`config.mk`:
```
export PLATFORM = sky130hd
export DESIGN_NAME = counter_ctrl_flat
export DESIGN_NICKNAME = d
export VERILOG_FILES = /design/src/rtl/counter_ctrl_if.sv /design/src/rtl/counter_ctrl.sv /design/src/flat_wrapper.sv
export SDC_FILE = /design/constraint.sdc
export NUM_CORES = 1
export LEC_CHECK = 0
export ABC_AREA = 1
export BUFFER_PORTS_ARGS = -buffer_cell sky130_fd_sc_hd__clkbuf_2
export CAP_MARGIN = 0
export CELL_PAD_IN_SITES_DETAIL_PLACEMENT = 0
export CELL_PAD_IN_SITES_GLOBAL_PLACEMENT = 1
export CORE_MARGIN = 3
export CORE_UTILIZATION = 31
export CTS_CLUSTER_DIAMETER = 40
export CTS_CLUSTER_SIZE = 40
export DETAILED_ROUTE_END_ITERATION = 6
export GPL_TIMING_DRIVEN = 0
export PLACE_DENSITY = 0.81
export SLEW_MARGIN = 20
export SYNTH_ARGS = -nofsm -noshare
export SYNTH_HDL_FRONTEND = slang
export SYNTH_SLANG_ARGS = --single-unit
export TNS_END_PERCENT = 5
```
`constraint.sdc`:
```
create_clock -name clk -period 1.3 [get_ports clk]
set_input_delay 0 -clock clk [delete_from_list [all_inputs] [get_ports clk]]
set_output_delay 0 -clock clk [all_outputs]
set_load 0.03 [all_outputs]
```
`src/rtl/counter_ctrl_if.sv`:
```
// counter_ctrl_if
// Groups the control, configuration and counter-facing signals of
// counter_ctrl into one bundle.
//   start, stop    : timing request / abort from the host
//   periodic       : 1 = auto-reload, 0 = one-shot (latched at start)
//   period, presc  : terminal count and prescale value (latched at start)
//   count          : current value of the external controlled counter
//   cnt_rst, cnt_en: synchronous clear / enable for that counter
//   busy, tick     : status and one-cycle terminal-count pulse
// The slave modport is the controller side; master is the host/counter side.
interface counter_ctrl_if #(
    parameter int N_BITS     = 8,
    parameter int PRESC_BITS = 4
);
    logic                  start;
    logic                  stop;
    logic                  periodic;
    logic [N_BITS-1:0]     period;
    logic [PRESC_BITS-1:0] presc;
    logic [N_BITS-1:0]     count;
    logic                  cnt_rst;
    logic                  cnt_en;
    logic                  busy;
    logic                  tick;

    modport slave (
        input  start, stop, periodic, period, presc, count,
        output cnt_rst, cnt_en, busy, tick
    );

    modport master (
        output start, stop, periodic, period, presc, count,
        input  cnt_rst, cnt_en, busy, tick
    );
endinterface

```
`src/rtl/counter_ctrl.sv`:
```
// counter_ctrl
// Controls an external registered counter (synchronous clear) to produce
// a tick every (period+1)*(presc+1) cycles, one-shot or auto-reload.
// Ports:
//   clk : rising-edge clock for all state
//   rst : synchronous, active-high reset
//   bus : counter_ctrl_if.slave carrying start/stop/periodic/period/presc/
//         count in and cnt_rst/cnt_en/busy/tick out
// All outputs are combinational decodes of registered state, the prescaler
// and the count input, so the counter sees them in the same cycle.
module counter_ctrl #(
    parameter int N_BITS     = 8,
    parameter int PRESC_BITS = 4
) (
    input  logic clk,
    input  logic rst,
    counter_ctrl_if.slave bus
);

    typedef enum logic [1:0] {
        IDLE = 2'd0,
        LOAD = 2'd1,
        RUN  = 2'd2
    } state_t;

    state_t                state_q, state_d;
    logic [PRESC_BITS-1:0] presc_cnt_q, presc_cnt_d;
    logic [PRESC_BITS-1:0] presc_q, presc_d;
    logic [N_BITS-1:0]     period_q, period_d;
    logic                  mode_q, mode_d;

    logic strobe;
    logic terminal;
    logic cnt_rst_c;
    logic cnt_en_c;
    logic busy_c;
    logic tick_c;

    // strobe marks the last cycle of each prescale interval; the counter
    // only advances or terminates on such cycles.
    assign strobe   = (state_q == RUN) && (presc_cnt_q == presc_q);
    assign terminal = strobe && (bus.count == period_q);

    always_ff @(posedge clk) begin
        if (rst) begin
            state_q     <= IDLE;
            presc_cnt_q <= '0;
            presc_q     <= '0;
            period_q    <= '0;
            mode_q      <= 1'b0;
        end else begin
            state_q     <= state_d;
            presc_cnt_q <= presc_cnt_d;
            presc_q     <= presc_d;
            period_q    <= period_d;
            mode_q      <= mode_d;
        end
    end

    always_comb begin
        state_d     = state_q;
        presc_cnt_d = presc_cnt_q;
        presc_d     = presc_q;
        period_d    = period_q;
        mode_d      = mode_q;
        cnt_rst_c   = 1'b0;
        cnt_en_c    = 1'b0;
        busy_c      = 1'b0;
        tick_c      = 1'b0;

        unique case (state_q)
            IDLE: begin
                // Configuration is only captured here, so start or config
                // changes while busy cannot retrigger or alter a run.
                if (bus.start && !bus.stop) begin
                    period_d = bus.period;
                    presc_d  = bus.presc;
                    mode_d   = bus.periodic;
                    state_d  = LOAD;
                end
            end
            LOAD: begin
                busy_c      = 1'b1;
                cnt_rst_c   = 1'b1;
                presc_cnt_d = '0;
                state_d     = bus.stop ? IDLE : RUN;
            end
            RUN: begin
                busy_c = 1'b1;
                if (bus.stop) begin
                    // stop takes priority over a coincident terminal count
                    cnt_rst_c   = 1'b1;
                    presc_cnt_d = '0;
                    state_d     = IDLE;
                end else if (strobe) begin
                    // Wrapping the prescaler here starts the next interval
                    // immediately in auto-reload mode.
                    presc_cnt_d = '0;
                    if (terminal) begin
                        tick_c    = 1'b1;
                        cnt_rst_c = 1'b1;
                        if (!mode_q) begin
                            state_d = IDLE;
                        end
                    end else begin
                        cnt_en_c = 1'b1;
                    end
                end else begin
                    presc_cnt_d = presc_cnt_q + 1'b1;
                end
            end
            default: begin
                state_d = IDLE;
            end
        endcase

        // Reset forces the counter clear and silences everything else even
        // in the cycle where the state register has not yet returned to IDLE.
        if (rst) begin
            cnt_rst_c = 1'b1;
            cnt_en_c  = 1'b0;
            busy_c    = 1'b0;
            tick_c    = 1'b0;
        end
    end

    assign bus.cnt_rst = cnt_rst_c;
    assign bus.cnt_en  = cnt_en_c;
    assign bus.busy    = busy_c;
    assign bus.tick    = tick_c;

endmodule

```
`src/flat_wrapper.sv`:
```
// flat-port wrapper written by rule: the top's interface ports become plain ports
module counter_ctrl_flat 
#(
    parameter int N_BITS     = 8,
    parameter int PRESC_BITS = 4
)
  (clk, rst, bus_start, bus_stop, bus_periodic, bus_period, bus_presc, bus_count, bus_cnt_rst, bus_cnt_en, bus_busy, bus_tick);
  counter_ctrl_if #(.N_BITS(N_BITS), .PRESC_BITS(PRESC_BITS)) bus_i ();
  input  logic clk;
  input  logic rst;
  input wire logic [$bits(bus_i.start)-1:0] bus_start;
  input wire logic [$bits(bus_i.stop)-1:0] bus_stop;
  input wire logic [$bits(bus_i.periodic)-1:0] bus_periodic;
  input wire logic [$bits(bus_i.period)-1:0] bus_period;
  input wire logic [$bits(bus_i.presc)-1:0] bus_presc;
  input wire logic [$bits(bus_i.count)-1:0] bus_count;
  output wire logic [$bits(bus_i.cnt_rst)-1:0] bus_cnt_rst;
  output wire logic [$bits(bus_i.cnt_en)-1:0] bus_cnt_en;
  output wire logic [$bits(bus_i.busy)-1:0] bus_busy;
  output wire logic [$bits(bus_i.tick)-1:0] bus_tick;
  assign bus_i.start = bus_start;
  assign bus_i.stop = bus_stop;
  assign bus_i.periodic = bus_periodic;
  assign bus_i.period = bus_period;
  assign bus_i.presc = bus_presc;
  assign bus_i.count = bus_count;
  assign bus_cnt_rst = bus_i.cnt_rst;
  assign bus_cnt_en = bus_i.cnt_en;
  assign bus_busy = bus_i.busy;
  assign bus_tick = bus_i.tick;
  counter_ctrl #(.N_BITS(N_BITS), .PRESC_BITS(PRESC_BITS)) u_core (.clk(clk), .rst(rst), .bus(bus_i));
endmodule
```
* Word-level counts from Yosys, hierarchy flattened
Cells that the tools add are included.
** Word-level totals
- Bits in registers :: 19
- Input bits :: 25
** Operators by class
- Add/subtract/negate cells :: 1
- Equal/unequal tests :: 8
- Multiplexer cells :: 25
- Reductions and logical operators :: 9
** Operator list (count)
- $mux 1 :: 14
- $mux 2 :: 6
- $eq 8x8->1 :: 1
- $mux 4 :: 2
- $pmux 4 s2 :: 1
- $ne 3x2->1 const B :: 2
- $pmux 2 s3 :: 1
- $add 4x1->4 const B :: 1
- $eq 4x4->1 :: 1
- $reduce_and 4->1 :: 1
- $logic_and 1x1->1 :: 3
- $ne 3x3->1 const B :: 1
- $eq 2x1->1 const B :: 1
- $eq 2x2->1 const B :: 1
- $logic_not 2->1 :: 1
- $ne 2x1->1 const B :: 1
- $pmux 1 s2 :: 1
- $reduce_and 2->1 :: 1
- $reduce_bool 2->1 :: 1
- $reduce_or 2->1 :: 1
- $logic_not 1->1 :: 1

* Depth between registers and ports, before layout
Gate-level depths: netlist of the first run.
- Word-level depth :: 8
- Depth in mapped cells :: 11
- Gate-level depth less buffers :: 11

* Worst setup path before layout of the first run
OpenSTA, ideal clock, no wires.
- Path kind :: reg-to-output
- From :: register u_core.state_q[0]
- To :: output port bus_cnt_en
- Data arrival time :: 1748 ps
- Required time :: 1300 ps
- Slack :: -448 ps
- Stages on the path, launching flop included :: 7
- Buffers on the path :: 0
- Path through :: dfxtp_1 inv_1 ha_1 inv_1 nor2_4 inv_1 nor4_1
** On the way
- Word-level cells in the longest chain between the ends :: 8
** Ends and longest elaborated chain
- start, declared :: RTL line counter_ctrl.sv:26 : state_t state_q, state_d;
- start signal, assigned :: RTL line counter_ctrl.sv:52 : state_q <= state_d;
- $eq 2x2->1 (*) :: RTL line counter_ctrl.sv:41, counter_ctrl.sv:71
- $logic_and 1x1->1 :: RTL line counter_ctrl.sv:41 : assign strobe = (state_q == RUN) && (presc_cnt_q == presc_q);
- $logic_and 1x1->1 :: RTL line counter_ctrl.sv:42 : assign terminal = strobe && (bus.count == period_q);
- $mux 1 :: RTL line counter_ctrl.sv:99 : if (terminal) begin
- $mux 1 :: RTL line counter_ctrl.sv:95 : end else if (strobe) begin
- $mux 1 :: RTL line counter_ctrl.sv:90 : if (bus.stop) begin
- $mux 1 (*) :: RTL line counter_ctrl.sv:71 : unique case (state_q)
- $mux 1 (*) :: RTL line counter_ctrl.sv:119 : if (rst) begin
- end, declared :: RTL line flat_wrapper.sv:18 : output wire logic [$bits(bus_i.cnt_en)-1:0] bus_cnt_en;
Every way passes the cells marked *; elsewhere a longest branch is shown, timed or not.

* Worst setup path after layout of the first run
- From :: register u_core.period_q[7]
- To :: output port bus_tick
** On the way
- Word-level cells in the longest chain between the ends :: 7
** Ends and longest elaborated chain
- start, declared :: RTL line counter_ctrl.sv:29 : logic [N_BITS-1:0] period_q, period_d;
- start signal, assigned :: RTL line counter_ctrl.sv:55 : period_q <= period_d;
- $eq 8x8->1 :: RTL line counter_ctrl.sv:42
- $logic_and 1x1->1 :: RTL line counter_ctrl.sv:42
- $mux 1 :: RTL line counter_ctrl.sv:99
- $mux 1 :: RTL line counter_ctrl.sv:95
- $mux 1 :: RTL line counter_ctrl.sv:90
- $mux 1 :: RTL line counter_ctrl.sv:71
- $mux 1 :: RTL line counter_ctrl.sv:119
- end, declared :: RTL line flat_wrapper.sv:20 : output wire logic [$bits(bus_i.tick)-1:0] bus_tick;
No other way between the ends.

==> results.txt, run 1 <==
Count of input and output buffers: 28
Diodes inserted: 0
Normalized max-slew margin: 66.7%
Arrival time at the worst endpoint: 1.56 ns
Via density: 4.24
Area fraction of the dominant cell type after synthesis: 34.8%
LEAKAGE: 0.764 nW
Iteration-0 DRC count of the detailed router: 41
Xor-xnor portion of the synthesized cell area: 1.60%
Combinational family with the most area after synthesis: simple AND/OR/NAND/NOR gates
Final Hold Vio Count: 0
Synthesized instance count: 171
Vias: 1,120
Cell chosen for the clock root: sky130_fd_sc_hd__clkbuf_4
# Max-Cap Violations: 0
Nets: 250
Clk_lat worst skew: 0.31 ns
Violations in the final reports: negative setup slack
Area share of and/or/nand/nor cells after synthesis: 30.7%
Clock edge transition at the registers on the reported setup and hold paths: 0.12 ns
Global placer's final weighted congestion: 0.756
Share of the core filled with cells in the final layout: 49.3%
Synth Area in Compound Gates: 15.4%
Antenna-violating nets left: 0
Yosys warnings: 0
Post-route clock skew: 0.00955 ns
Via count of the first global-routing pass: 1,097
Number of pins exceeding their max-slew limit in the final report: 0
TritonCTS clock tree: yes
Width of the die: 65.4 µm
Fraction of the mapped netlist area in adder cells: 4.58%
Placed wire-length estimate: 1.91 mm
CTS max path bufs: 2
Final wirelength: 2.70 mm
Mean post-synth cell area: 6.40 µm²
Dominant register cell in the synthesized netlist: sky130_fd_sc_hd__dfxtp_1
Cell taking the most area after synthesis: sky130_fd_sc_hd__dfxtp_1
PwrDens: 1500 nW/µm²
Drt pass-1 iters: 5
Maximum level of the CTS H-tree: 1
Startpoint type of the worst setup path: flop
Total routing resource utilization after global routing: 13.3%
CP Max Fanout: 3
Share of flip-flops with an asynchronous set or reset: 0%
Io pins: 29
Maximum number of pins on one net before global-route repair: 12
Core ar.: 3200 µm²
Post-layout minimum cycle time: 1.56 ns
Portion of netlist area occupied by mux cells: 0%
Synth top area cells: sky130_fd_sc_hd__dfxtp_1 35%, sky130_fd_sc_hd__nand2_1 18%, sky130_fd_sc_hd__inv_1 10%, sky130_fd_sc_hd__a21oi_1 7.8%, sky130_fd_sc_hd__o21ai_0 6.9%
Vertical extent of the die: 65.4 µm
Wire length of the first global-routing pass: 4.47 mm
Worst EP required: 1.30 ns
Antenna violations before repair: 0
Number of buffers created by CTS: 3
Top cell types by occurrence after synthesis: 52 x sky130_fd_sc_hd__nand2_1, 29 x sky130_fd_sc_hd__inv_1, 19 x sky130_fd_sc_hd__dfxtp_1, 17 x sky130_fd_sc_hd__a21oi_1, 15 x sky130_fd_sc_hd__o21ai_0
Actual transition at the worst max-transition pin: 0.500 ns
Most common cell in the synthesized netlist: sky130_fd_sc_hd__nand2_1
Sequential element share of the synthesized area: 34.8%
Overall power after layout: 2.37 mW
Post-synthesis instance area: 1090 µm²
Wire per inst: 10.2 µm
Number of library cell types mapped by synthesis: 20
Remaining global-route overflow: 0
Clock net sink count: 19
Number of enable-type register cells in the synthesized netlist: 0
Hold WC Path Type: in -> reg
Ratio of cells with drive above 1 in the final layout: 35.0%
Final worst-path cycle share: 120%
Setup TNS: -1.03 ns
Outcome: complete, but fails checks
Unrepaired setup endpoints after global routing: true
Final setup margin: -0.261 ns
Worst IR drop on VDD: 1020 µV
Syn-to-layout area delta: 44.5%
FP Rows: 20
Path type of the worst setup path: reg -> out
Flop and latch count out of synthesis: 19
Synth Net Count: 200
Worst Setup End Kind: primary output
Die Footprint: 4280 µm²
Number of setup violations in the final report: 7
Pre-CTS setup slack: -0.218 ns
DRC Markers: 0
Maximum operating frequency: 0.641 GHz
Starting Density: 34.1%
==> report_power, final <==
group | switching (mW) | internal [mW]
sequential | 0.0739 | 0.719
combinational | 0.719 | 0.542
clock | 0.206 | 0.115
total | 0.998 | 1.38
==> flip-flops by register name (all words and copies together) (netlist names) <==
register            flops
u_core.mode_q           1
u_core.period_q         8
u_core.presc_cnt_q      4
u_core.presc_q          4
u_core.state_q          2
==> through the flow <==
step / area, µm² / hold WS (ns) / instances
6_report: 1580 / 0.00703 / 264
3_5_place_dp: 1300 / 0.273 / 243
5_1_grt: 1580 / 0.0242 / 264
4_1_cts: 1540 / 0.00927 / 264
3_3_place_gp: 1300 / 0.272 / 243
2_1_floorplan: 1100 / 0.0624 / 171
==> layer usage <==
| metal | up-vias | routed length, µm | track usage [%] |
|---|---|---|---|
| met5 | - | 0 | 0 |
| met4 | 0 | 11 | 3.11 |
| met3 | 2 | 123 | 3.42 |
| met2 | 24 | 1320 | 24.4 |
| met1 | 476 | 1240 | 15.3 |
| li1 | 618 | - | - |
==> cell usage in the layout (no fill, tap or decap), types with 2 or more instances in the layout <==
| cell type | n |
|---|---|
| sky130_fd_sc_hd__nand2_1 | 47 |
| sky130_fd_sc_hd__inv_1 | 25 |
| sky130_fd_sc_hd__clkbuf_2 | 24 |
| sky130_fd_sc_hd__a21oi_1 | 17 |
| sky130_fd_sc_hd__dlygate4sd3_1 | 13 |
| sky130_fd_sc_hd__o21ai_0 | 11 |
| sky130_fd_sc_hd__dfxtp_2 | 10 |
| sky130_fd_sc_hd__inv_2 | 9 |
| sky130_fd_sc_hd__nor2_1 | 9 |
| sky130_fd_sc_hd__dfxtp_1 | 9 |
| sky130_fd_sc_hd__nand2_2 | 6 |
| sky130_fd_sc_hd__buf_4 | 6 |
| sky130_fd_sc_hd__o21ai_1 | 4 |
| sky130_fd_sc_hd__nor2_4 | 3 |
| sky130_fd_sc_hd__clkbuf_4 | 3 |
| sky130_fd_sc_hd__nor2_2 | 2 |
| sky130_fd_sc_hd__nand2_4 | 2 |
| sky130_fd_sc_hd__nand3_1 | 2 |
| sky130_fd_sc_hd__xor2_1 | 2 |
| sky130_fd_sc_hd__ha_1 | 2 |
==> area by class of cell <==
cell class | instances | area, µm²
Buffer | 3 | 20.0
Tap cell | 44 | 55.1
Timing Repair Buffer | 45 | 324
Clock inverter | 1 | 5.00
Inverter | 34 | 128
Fill cell | 343 | 1620
Sequential cell | 19 | 393
Multi-Input combinational cell | 115 | 633
Clock buffer | 3 | 22.5
==> worst max-delay path: stages, from the launching register on <==
cell	delay (ns)
sky130_fd_sc_hd__dfxtp_2	0.35
sky130_fd_sc_hd__inv_2	0.03
sky130_fd_sc_hd__nand2_1	0.04
sky130_fd_sc_hd__nand2_1	0.05
sky130_fd_sc_hd__nor2_1	0.09
sky130_fd_sc_hd__nand2_1	0.10
sky130_fd_sc_hd__nor2_4	0.17
sky130_fd_sc_hd__nand2_4	0.08
sky130_fd_sc_hd__nor3_2	0.14
sky130_fd_sc_hd__clkbuf_8	0.19
==> final timing paths <==
kind                      startpoint                 end  slack [ns]  cells past startpoint
setup / recovery  u_core.period_q[7]            bus_tick       -0.26                      9
hold / removal         bus_period[2]  u_core.period_q[2]       0.007                      3
setup reg to reg  u_core.period_q[7]   u_core.state_q[1]       -0.10                     12
hold reg to reg   u_core.period_q[0]  u_core.period_q[0]        0.46                      2
==> kinds of logic after synthesis <==
| logic type | Yosys count |
|---|---|
| buffers and inverters | 37 |
| AOI/OAI and AO/OA | 33 |
| xor gates and xnor gates | 2 |
| DFF | 19 |
| and+or+nand+nor | 76 |
| adders and majority gates | 4 |
==> what timing repair did <==
action                                  CTS  global route
endpoints found under the setup margin   21            20
pin swaps                                 6             5
buffers inserted                          4             0
gates resized for setup                  22            19
endpoints found under the hold margin    13             0
hold buffers                             13             0
Power figures use the tool's default switching activity.
==> run 2: changes to the inputs <==
--- a/config.mk
+++ b/config.mk
@@ -5,13 +5,12 @@
 export SDC_FILE = /design/constraint.sdc
 export NUM_CORES = 1
 export LEC_CHECK = 0
-export ABC_AREA = 1
 export BUFFER_PORTS_ARGS = -buffer_cell sky130_fd_sc_hd__clkbuf_2
 export CAP_MARGIN = 0
 export CELL_PAD_IN_SITES_DETAIL_PLACEMENT = 0
 export CELL_PAD_IN_SITES_GLOBAL_PLACEMENT = 1
 export CORE_MARGIN = 3
-export CORE_UTILIZATION = 31
+export CORE_UTILIZATION = 32
 export CTS_CLUSTER_DIAMETER = 40
 export CTS_CLUSTER_SIZE = 40
 export DETAILED_ROUTE_END_ITERATION = 6
==> results.txt, run 2 <==
Outcome: complete, but fails checks
Violations in the final reports: negative setup slack
Net switching power: 0.370 mW
Reg-to-reg endpoint: u_core.state_q[0]
Synth Net Count: 148
Area fraction of the dominant cell type after synthesis: 39.2%
Global placer's final weighted congestion: 0.749
Highest-count cells in the layout ignoring fill and taps: 30 x sky130_fd_sc_hd__nand2_1, 24 x sky130_fd_sc_hd__clkbuf_2, 15 x sky130_fd_sc_hd__a21oi_1, 13 x sky130_fd_sc_hd__dlygate4sd3_1
Critical Path Max Stage Delay: 0.37 ns
Sequential element share of the synthesized area: 39.2%
Via density: 4.76
Count of input and output buffers: 28
Most common cell in the synthesized netlist: sky130_fd_sc_hd__nand2_1
Internal Pwr Total: 0.909 mW
Fraction of the mapped netlist area in adder cells: 5.16%
Number of inserted filler cells in the final layout: 260
Part of the power in combinational logic: 25.9%
Largest registers in the final layout: u_core.period_q: 8 flops, u_core.presc_cnt_q: 4 flops, u_core.presc_q: 4 flops
Post-route clock skew: 0.00670 ns
Sw Ratio: 28.9%
Hold_ws: 0.0115 ns
Maximum operating frequency: 0.593 GHz
Syn-to-layout area delta: 55.7%
Number of cells on the worst reg-to-reg path: 6
Wire per inst: 12.1 µm
Nets: 198
Via count of the first global-routing pass: 949
Arrival time at the worst endpoint: 1.88 ns
Number of buffers created by CTS: 3
Placed wire-length estimate: 1.64 mm
Number of setup violations in the final report: 19
Final worst-path cycle share: 130%
Vias: 947
Xor-xnor portion of the synthesized cell area: 13.5%
Starting Density: 34.3%
# Max-Cap Violations: 0
Register-to-Register Setup Slack: -0.39 ns
Vertical extent of the die: 61.0 µm
Largest reg by FF count: u_core.period_q
Ratio of cells with drive above 1 in the final layout: 37.5%
Mean post-synth cell area: 8.15 µm²
Kind of cell with the highest combined delay on the critical path: flip-flops
Synthesized instance count: 119
Io pins: 29
Clk_lat worst skew: 0.30 ns
Synth top area cells: sky130_fd_sc_hd__dfxtp_1 39%, sky130_fd_sc_hd__nand2_1 12%, sky130_fd_sc_hd__xnor2_1 12%, sky130_fd_sc_hd__a21oi_1 7.7%, sky130_fd_sc_hd__ha_1 5.2%
Yosys warnings: 0
Iteration-0 DRC count of the detailed router: 27
Worst Setup End Kind: flop
Normalized max-slew margin: 65.3%
PwrDens: 847 nW/µm²
End point of the critical path: u_core.state_q[0]
Final setup margin: -0.387 ns
Power share of the sequential group: 49.9%
Final Hold Vio Count: 0
CP Max Fanout: 4
Cell chosen for the clock root: sky130_fd_sc_hd__clkbuf_4
Drt pass-1 iters: 4
Unrepaired setup endpoints after global routing: true
Portion of netlist area occupied by mux cells: 2.06%
Die Footprint: 3730 µm²
Critical R2R Launch: u_core.presc_cnt_q[1]
Combinational family with the most area after synthesis: simple AND/OR/NAND/NOR gates
Critical path cell sequence: xnor2_2 -> nand4_4 -> buf_6 -> o41ai_4 -> mux2i_1 -> nor3_2
Number of enable-type register cells in the synthesized netlist: 0
Final wirelength: 2.42 mm
DRC Markers: 0
FP Rows: 19
Share of flip-flops with an asynchronous set or reset: 0%
Worst IR drop on VDD: 752 µV
Core ar.: 2830 µm²
Dominant register cell in the synthesized netlist: sky130_fd_sc_hd__dfxtp_1
Worst EP required: 1.49 ns
LEAKAGE: 0.597 nW
Buf/Inv on CP: 1
Path type of the worst setup path: reg -> reg
Remaining global-route overflow: 0
Hold WC Path Type: in -> reg
Synth Area in Compound Gates: 11.5%
Library cell contributing the largest single delay on the critical path: sky130_fd_sc_hd__dfxtp_2
Flop and latch count out of synthesis: 19
Setup TNS: -2.07 ns
Number of pins exceeding their max-slew limit in the final report: 0
Width of the die: 61.0 µm
Clock edge transition at the registers on the reported setup and hold paths: 0.12 ns
Top cell types by occurrence after synthesis: 31 x sky130_fd_sc_hd__nand2_1, 19 x sky130_fd_sc_hd__dfxtp_1, 15 x sky130_fd_sc_hd__a21oi_1, 13 x sky130_fd_sc_hd__xnor2_1, 6 x sky130_fd_sc_hd__nor2_1
Post-synthesis instance area: 970 µm²
Maximum number of pins on one net before global-route repair: 12
Cell taking the most area after synthesis: sky130_fd_sc_hd__dfxtp_1
Total routing resource utilization after global routing: 14.0%
Diodes inserted: 0
TritonCTS clock tree: yes
Most common cell after layout, fill and taps aside: sky130_fd_sc_hd__nand2_1
Wire length of the first global-routing pass: 3.94 mm
Clock share of power: 24.2%
Post-layout minimum cycle time: 1.69 ns
Start point of the critical path: u_core.presc_cnt_q[1]
Max reg flops: 8
Area share of and/or/nand/nor cells after synthesis: 25.4%
Maximum level of the CTS H-tree: 1
Antenna violations before repair: 0
Startpoint type of the worst setup path: flop
WP depth: 6
Number of library cell types mapped by synthesis: 23
Antenna-violating nets left: 0
Actual transition at the worst max-transition pin: 0.521 ns
CTS max path bufs: 2
Clock net sink count: 19
-- run 2: tightest hold or removal path, cell delays in order --
cell                       delay [ns]
sky130_fd_sc_hd__clkbuf_2        0.12
sky130_fd_sc_hd__nand2b_1        0.11
sky130_fd_sc_hd__mux2i_1         0.06
-- run 2: metal layers --
metal | global-route usage (%) | share of wire (%) | vias to the layer above
met5 | 0 | 0 | -
met4 | 3.41 | 1.7 | 0
met3 | 4.40 | 5.5 | 4
met2 | 24.9 | 50 | 29
met1 | 16.3 | 42 | 425
li1 | - | - | 489
-- run 2: layout make-up --
| class | instances | area [µm²] | share of cell area [%] |
|---|---|---|---|
| inverter | 3 | 11.3 | 0.746 |
| buffer | 4 | 35.0 | 2.32 |
| tap | 31 | 38.8 | 2.57 |
| multi-input combinational | 92 | 662 | 43.8 |
| timing repair buffer | 46 | 340 | 22.5 |
| clock inverter | 1 | 5.00 | 0.331 |
| sequential | 19 | 395 | 26.2 |
| clock buffer | 3 | 22.5 | 1.49 |
-- run 2: power by group through the flow --
| stage | clock network, mW | registers [mW] | logic [mW] |
|---|---|---|---|
| 2_1_floorplan | 0 | 0.638 | 0.149 |
| 3_5_place_dp | 0 | 0.643 | 0.218 |
| 5_1_grt | 0.344 | 0.642 | 0.363 |
| 4_1_cts | 0.323 | 0.635 | 0.301 |
| 6_report | 0.309 | 0.638 | 0.332 |
| 3_3_place_gp | 0 | 0.642 | 0.213 |
-- run 2: repair_timing --
| action | 4_1_cts | 5_1_grt |
|---|---|---|
| hold buffers | 13 | 0 |
| pin swaps | 11 | 6 |
| resized for setup | 32 | 7 |
| hold endpoints to repair | 13 | 0 |
| setup buffers | 3 | 2 |
| endpoints found under the setup margin | 20 | 19 |
| gates cloned | 0 | 0 |
-- run 2: stage by stage --
step | worst slack, ns | instance area [µm²] | util [%] | power, mW | std cells
2_1_floorplan | -0.124 | 985 | - | 0.787 | 119
3_3_place_gp | -0.259 | 1160 | 41.1 | 0.855 | 178
3_5_place_dp | -0.275 | 1160 | 41.1 | 0.861 | 178
4_1_cts | -0.336 | 1470 | 51.9 | 1.26 | 197
5_1_grt | -0.456 | 1510 | 53.4 | 1.35 | 199
6_report | -0.387 | 1510 | 53.4 | 1.28 | 199
-- run 2: worst min-delay path by stage --
stage / cells after the start / start / endpoint
after floorplan: 2 / bus_periodic / u_core.mode_q
after global routing: 3 / rst / u_core.presc_cnt_q[0]
after detailed placement: 3 / bus_period[6] / u_core.period_q[6]
final: 3 / rst / u_core.state_q[1]
after CTS: 3 / rst / u_core.state_q[1]
after global placement: 3 / bus_period[0] / u_core.period_q[0]
-- run 2: logic make-up (layout without fill, tap and decap cells) --
family | Yosys count | count (layout)
AO/OA/AOI/OAI | 19 | 19
buffers and inverters | 8 | 57
XOR/XNOR | 15 | 15
multiplexers | 2 | 2
adder cells (fa/ha/maj) | 4 | 4
AND/OR/NAND/NOR | 52 | 52
flip-flops | 19 | 19
==> run 3: changes to the inputs <==
--- a/config.mk
+++ b/config.mk
@@ -16,6 +16,7 @@
 export DETAILED_ROUTE_END_ITERATION = 6
 export GPL_TIMING_DRIVEN = 0
 export PLACE_DENSITY = 0.81
+export SETUP_SLACK_MARGIN = 0.1
 export SLEW_MARGIN = 20
 export SYNTH_ARGS = -nofsm -noshare
 export SYNTH_HDL_FRONTEND = slang
==> constraint.sdc (replaced) <==
create_clock -name clk -period 1.3 [get_ports clk]
set_input_delay 0.13 -clock clk [delete_from_list [all_inputs] [get_ports clk]]
set_output_delay 0.13 -clock clk [all_outputs]
set_load 0.03 [all_outputs]
==> results.txt, run 3 (synthesis gave the netlist of run 2 again) <==
Nets: 188
Number of setup violations in the final report: 9
Antenna violations before repair: 0
Sw Ratio: 27.8%
Final wirelength: 2.32 mm
Number of buffers created by CTS: 3
Post-layout minimum cycle time: 1.73 ns
Ratio of cells with drive above 1 in the final layout: 51.9%
Number of cells on the worst reg-to-reg path: 6
Final worst-path cycle share: 133%
DRC Markers: 0
Actual transition at the worst max-transition pin: 0.620 ns
Largest reg by FF count: u_core.period_q
Io pins: 29
Final Hold Vio Count: 0
Max reg flops: 8
Drt pass-1 iters: 5
Clock net sink count: 19
Diodes inserted: 0
Syn-to-layout area delta: 49.9%
Maximum operating frequency: 0.577 GHz
Placed wire-length estimate: 1.72 mm
Total routing resource utilization after global routing: 13.3%
Antenna-violating nets left: 0
Number of inserted filler cells in the final layout: 275
Width of the die: 61.0 µm
Filler-free cell count of the finished design: 189
Net switching power: 0.352 mW
Highest-count cells in the layout ignoring fill and taps: 27 x sky130_fd_sc_hd__nand2_1, 24 x sky130_fd_sc_hd__clkbuf_2, 12 x sky130_fd_sc_hd__a21oi_1, 12 x sky130_fd_sc_hd__dfxtp_2, 7 x sky130_fd_sc_hd__xnor2_2
Internal Pwr Total: 0.915 mW
Clk_lat worst skew: 0.29 ns
Violations in the final reports: negative setup slack
Via density: 4.84
Core ar.: 2830 µm²
Die Footprint: 3730 µm²
Hold buffers post-CTS: 0
FP Rows: 19
LEAKAGE: 0.567 nW
Starting Density: 34.3%
Cell Count Post-Placement: 178
Clock share of power: 23.0%
Startpoint type of the worst setup path: flop
Vertical extent of the die: 61.0 µm
Path type of the worst setup path: reg -> out
Post-route clock skew: 0.00782 ns
Worst EP required: 1.17 ns
Worst IR drop on VDD: 697 µV
Number of pins exceeding their max-slew limit in the final report: 0
CTS max path bufs: 2
Unrepaired setup endpoints after global routing: true
Share of the core filled with cells in the final layout: 51.4%
Arrival time at the worst endpoint: 1.60 ns
Wire per inst: 12.3 µm
Maximum level of the CTS H-tree: 1
Part of the power in combinational logic: 26.8%
Power share of the sequential group: 50.1%
Normalized max-slew margin: 58.7%
Maximum number of pins on one net before global-route repair: 11
Cell chosen for the clock root: sky130_fd_sc_hd__clkbuf_4
Hold-critical path depth: 3
Largest registers in the final layout: u_core.period_q: 8 flops, u_core.presc_cnt_q: 4 flops, u_core.presc_q: 4 flops
Hold WC Path Type: in -> reg
Worst Setup End Kind: primary output
Final setup margin: -0.432 ns
Setup TNS: -2.16 ns
Remaining global-route overflow: 0
PwrDens: 872 nW/µm²
Vias: 915
Global placer's final weighted congestion: 0.775
Outcome: complete, but fails checks
Clock edge transition at the registers on the reported setup and hold paths: 0.11 ns
# Max-Cap Violations: 0
Most common cell after layout, fill and taps aside: sky130_fd_sc_hd__nand2_1
CP Max Fanout: 2
Wire length of the first global-routing pass: 3.75 mm
Via count of the first global-routing pass: 916
TritonCTS clock tree: yes
Count of input and output buffers: 28
Iteration-0 DRC count of the detailed router: 32
[run 3: per-stage QoR]
stage | hold slack, ns | power, mW | worst slack [ns] | cell area (µm²)
after floorplan | 0.258 | 0.793 | -0.0824 | 1010
after CTS | 0.0359 | 1.26 | -0.424 | 1400
after detailed placement | 0.356 | 0.869 | -0.344 | 1190
final | 0.0418 | 1.27 | -0.432 | 1450
after global routing | 0.0300 | 1.35 | -0.519 | 1450
after global placement | 0.347 | 0.863 | -0.277 | 1190
[run 3: final timing paths]
kind                 startpoint                  to  slack (ns)
max reg2reg  u_core.period_q[2]   u_core.state_q[0]       -0.39
max          u_core.period_q[3]          bus_cnt_en       -0.43
min                bus_presc[0]   u_core.presc_q[0]        0.04
min reg2reg  u_core.period_q[0]  u_core.period_q[0]        0.47
[run 3: what timing repair did]
| action | CTS | global route |
|---|---|---|
| endpoints found under the setup margin | 20 | 20 |
| gates resized for setup | 33 | 16 |
| buffers inserted | 8 | 0 |
| hold endpoints to repair | 0 | 0 |
| pin swaps | 10 | 3 |
[run 3: power by group through the flow]
stage	Sequential, mW	Combinational, mW	Clock (mW)
CTS	0.634	0.320	0.303
detailed placement	0.645	0.224	0
finish	0.635	0.340	0.292
global route	0.640	0.369	0.340
floorplan	0.640	0.153	0
global placement	0.644	0.219	0
[run 3: critical path: stages, from the launching register on]
cell,delay (ns)
sky130_fd_sc_hd__dfxtp_2,0.35
sky130_fd_sc_hd__xnor2_2,0.12
sky130_fd_sc_hd__nand4_1,0.16
sky130_fd_sc_hd__buf_4,0.16
sky130_fd_sc_hd__nor2_2,0.04
sky130_fd_sc_hd__nor4b_4,0.27
sky130_fd_sc_hd__clkbuf_8,0.21
[run 3: layout make-up]
class                   instances  area, µm²  share of cell area (%)
well taps                      31       38.8                    2.67
multi-input cells              92        701                    48.2
clock buffers                   4       26.3                    1.81
inverters                       3       11.3                   0.775
plain buffers                   4       36.3                    2.50
repair buffers                 36        241                    16.6
flip-flops and latches         19        399                    27.5
[run 3: metal layers]
metal | track usage (%) | vias to the layer above | wire (µm)
met2 | 24.5 | 26 | 1200
met4 | 3.72 | 0 | 0
met3 | 1.89 | 0 | 107
li1 | - | 470 | -
met1 | 16.1 | 419 | 1010
met5 | 0 | - | 0
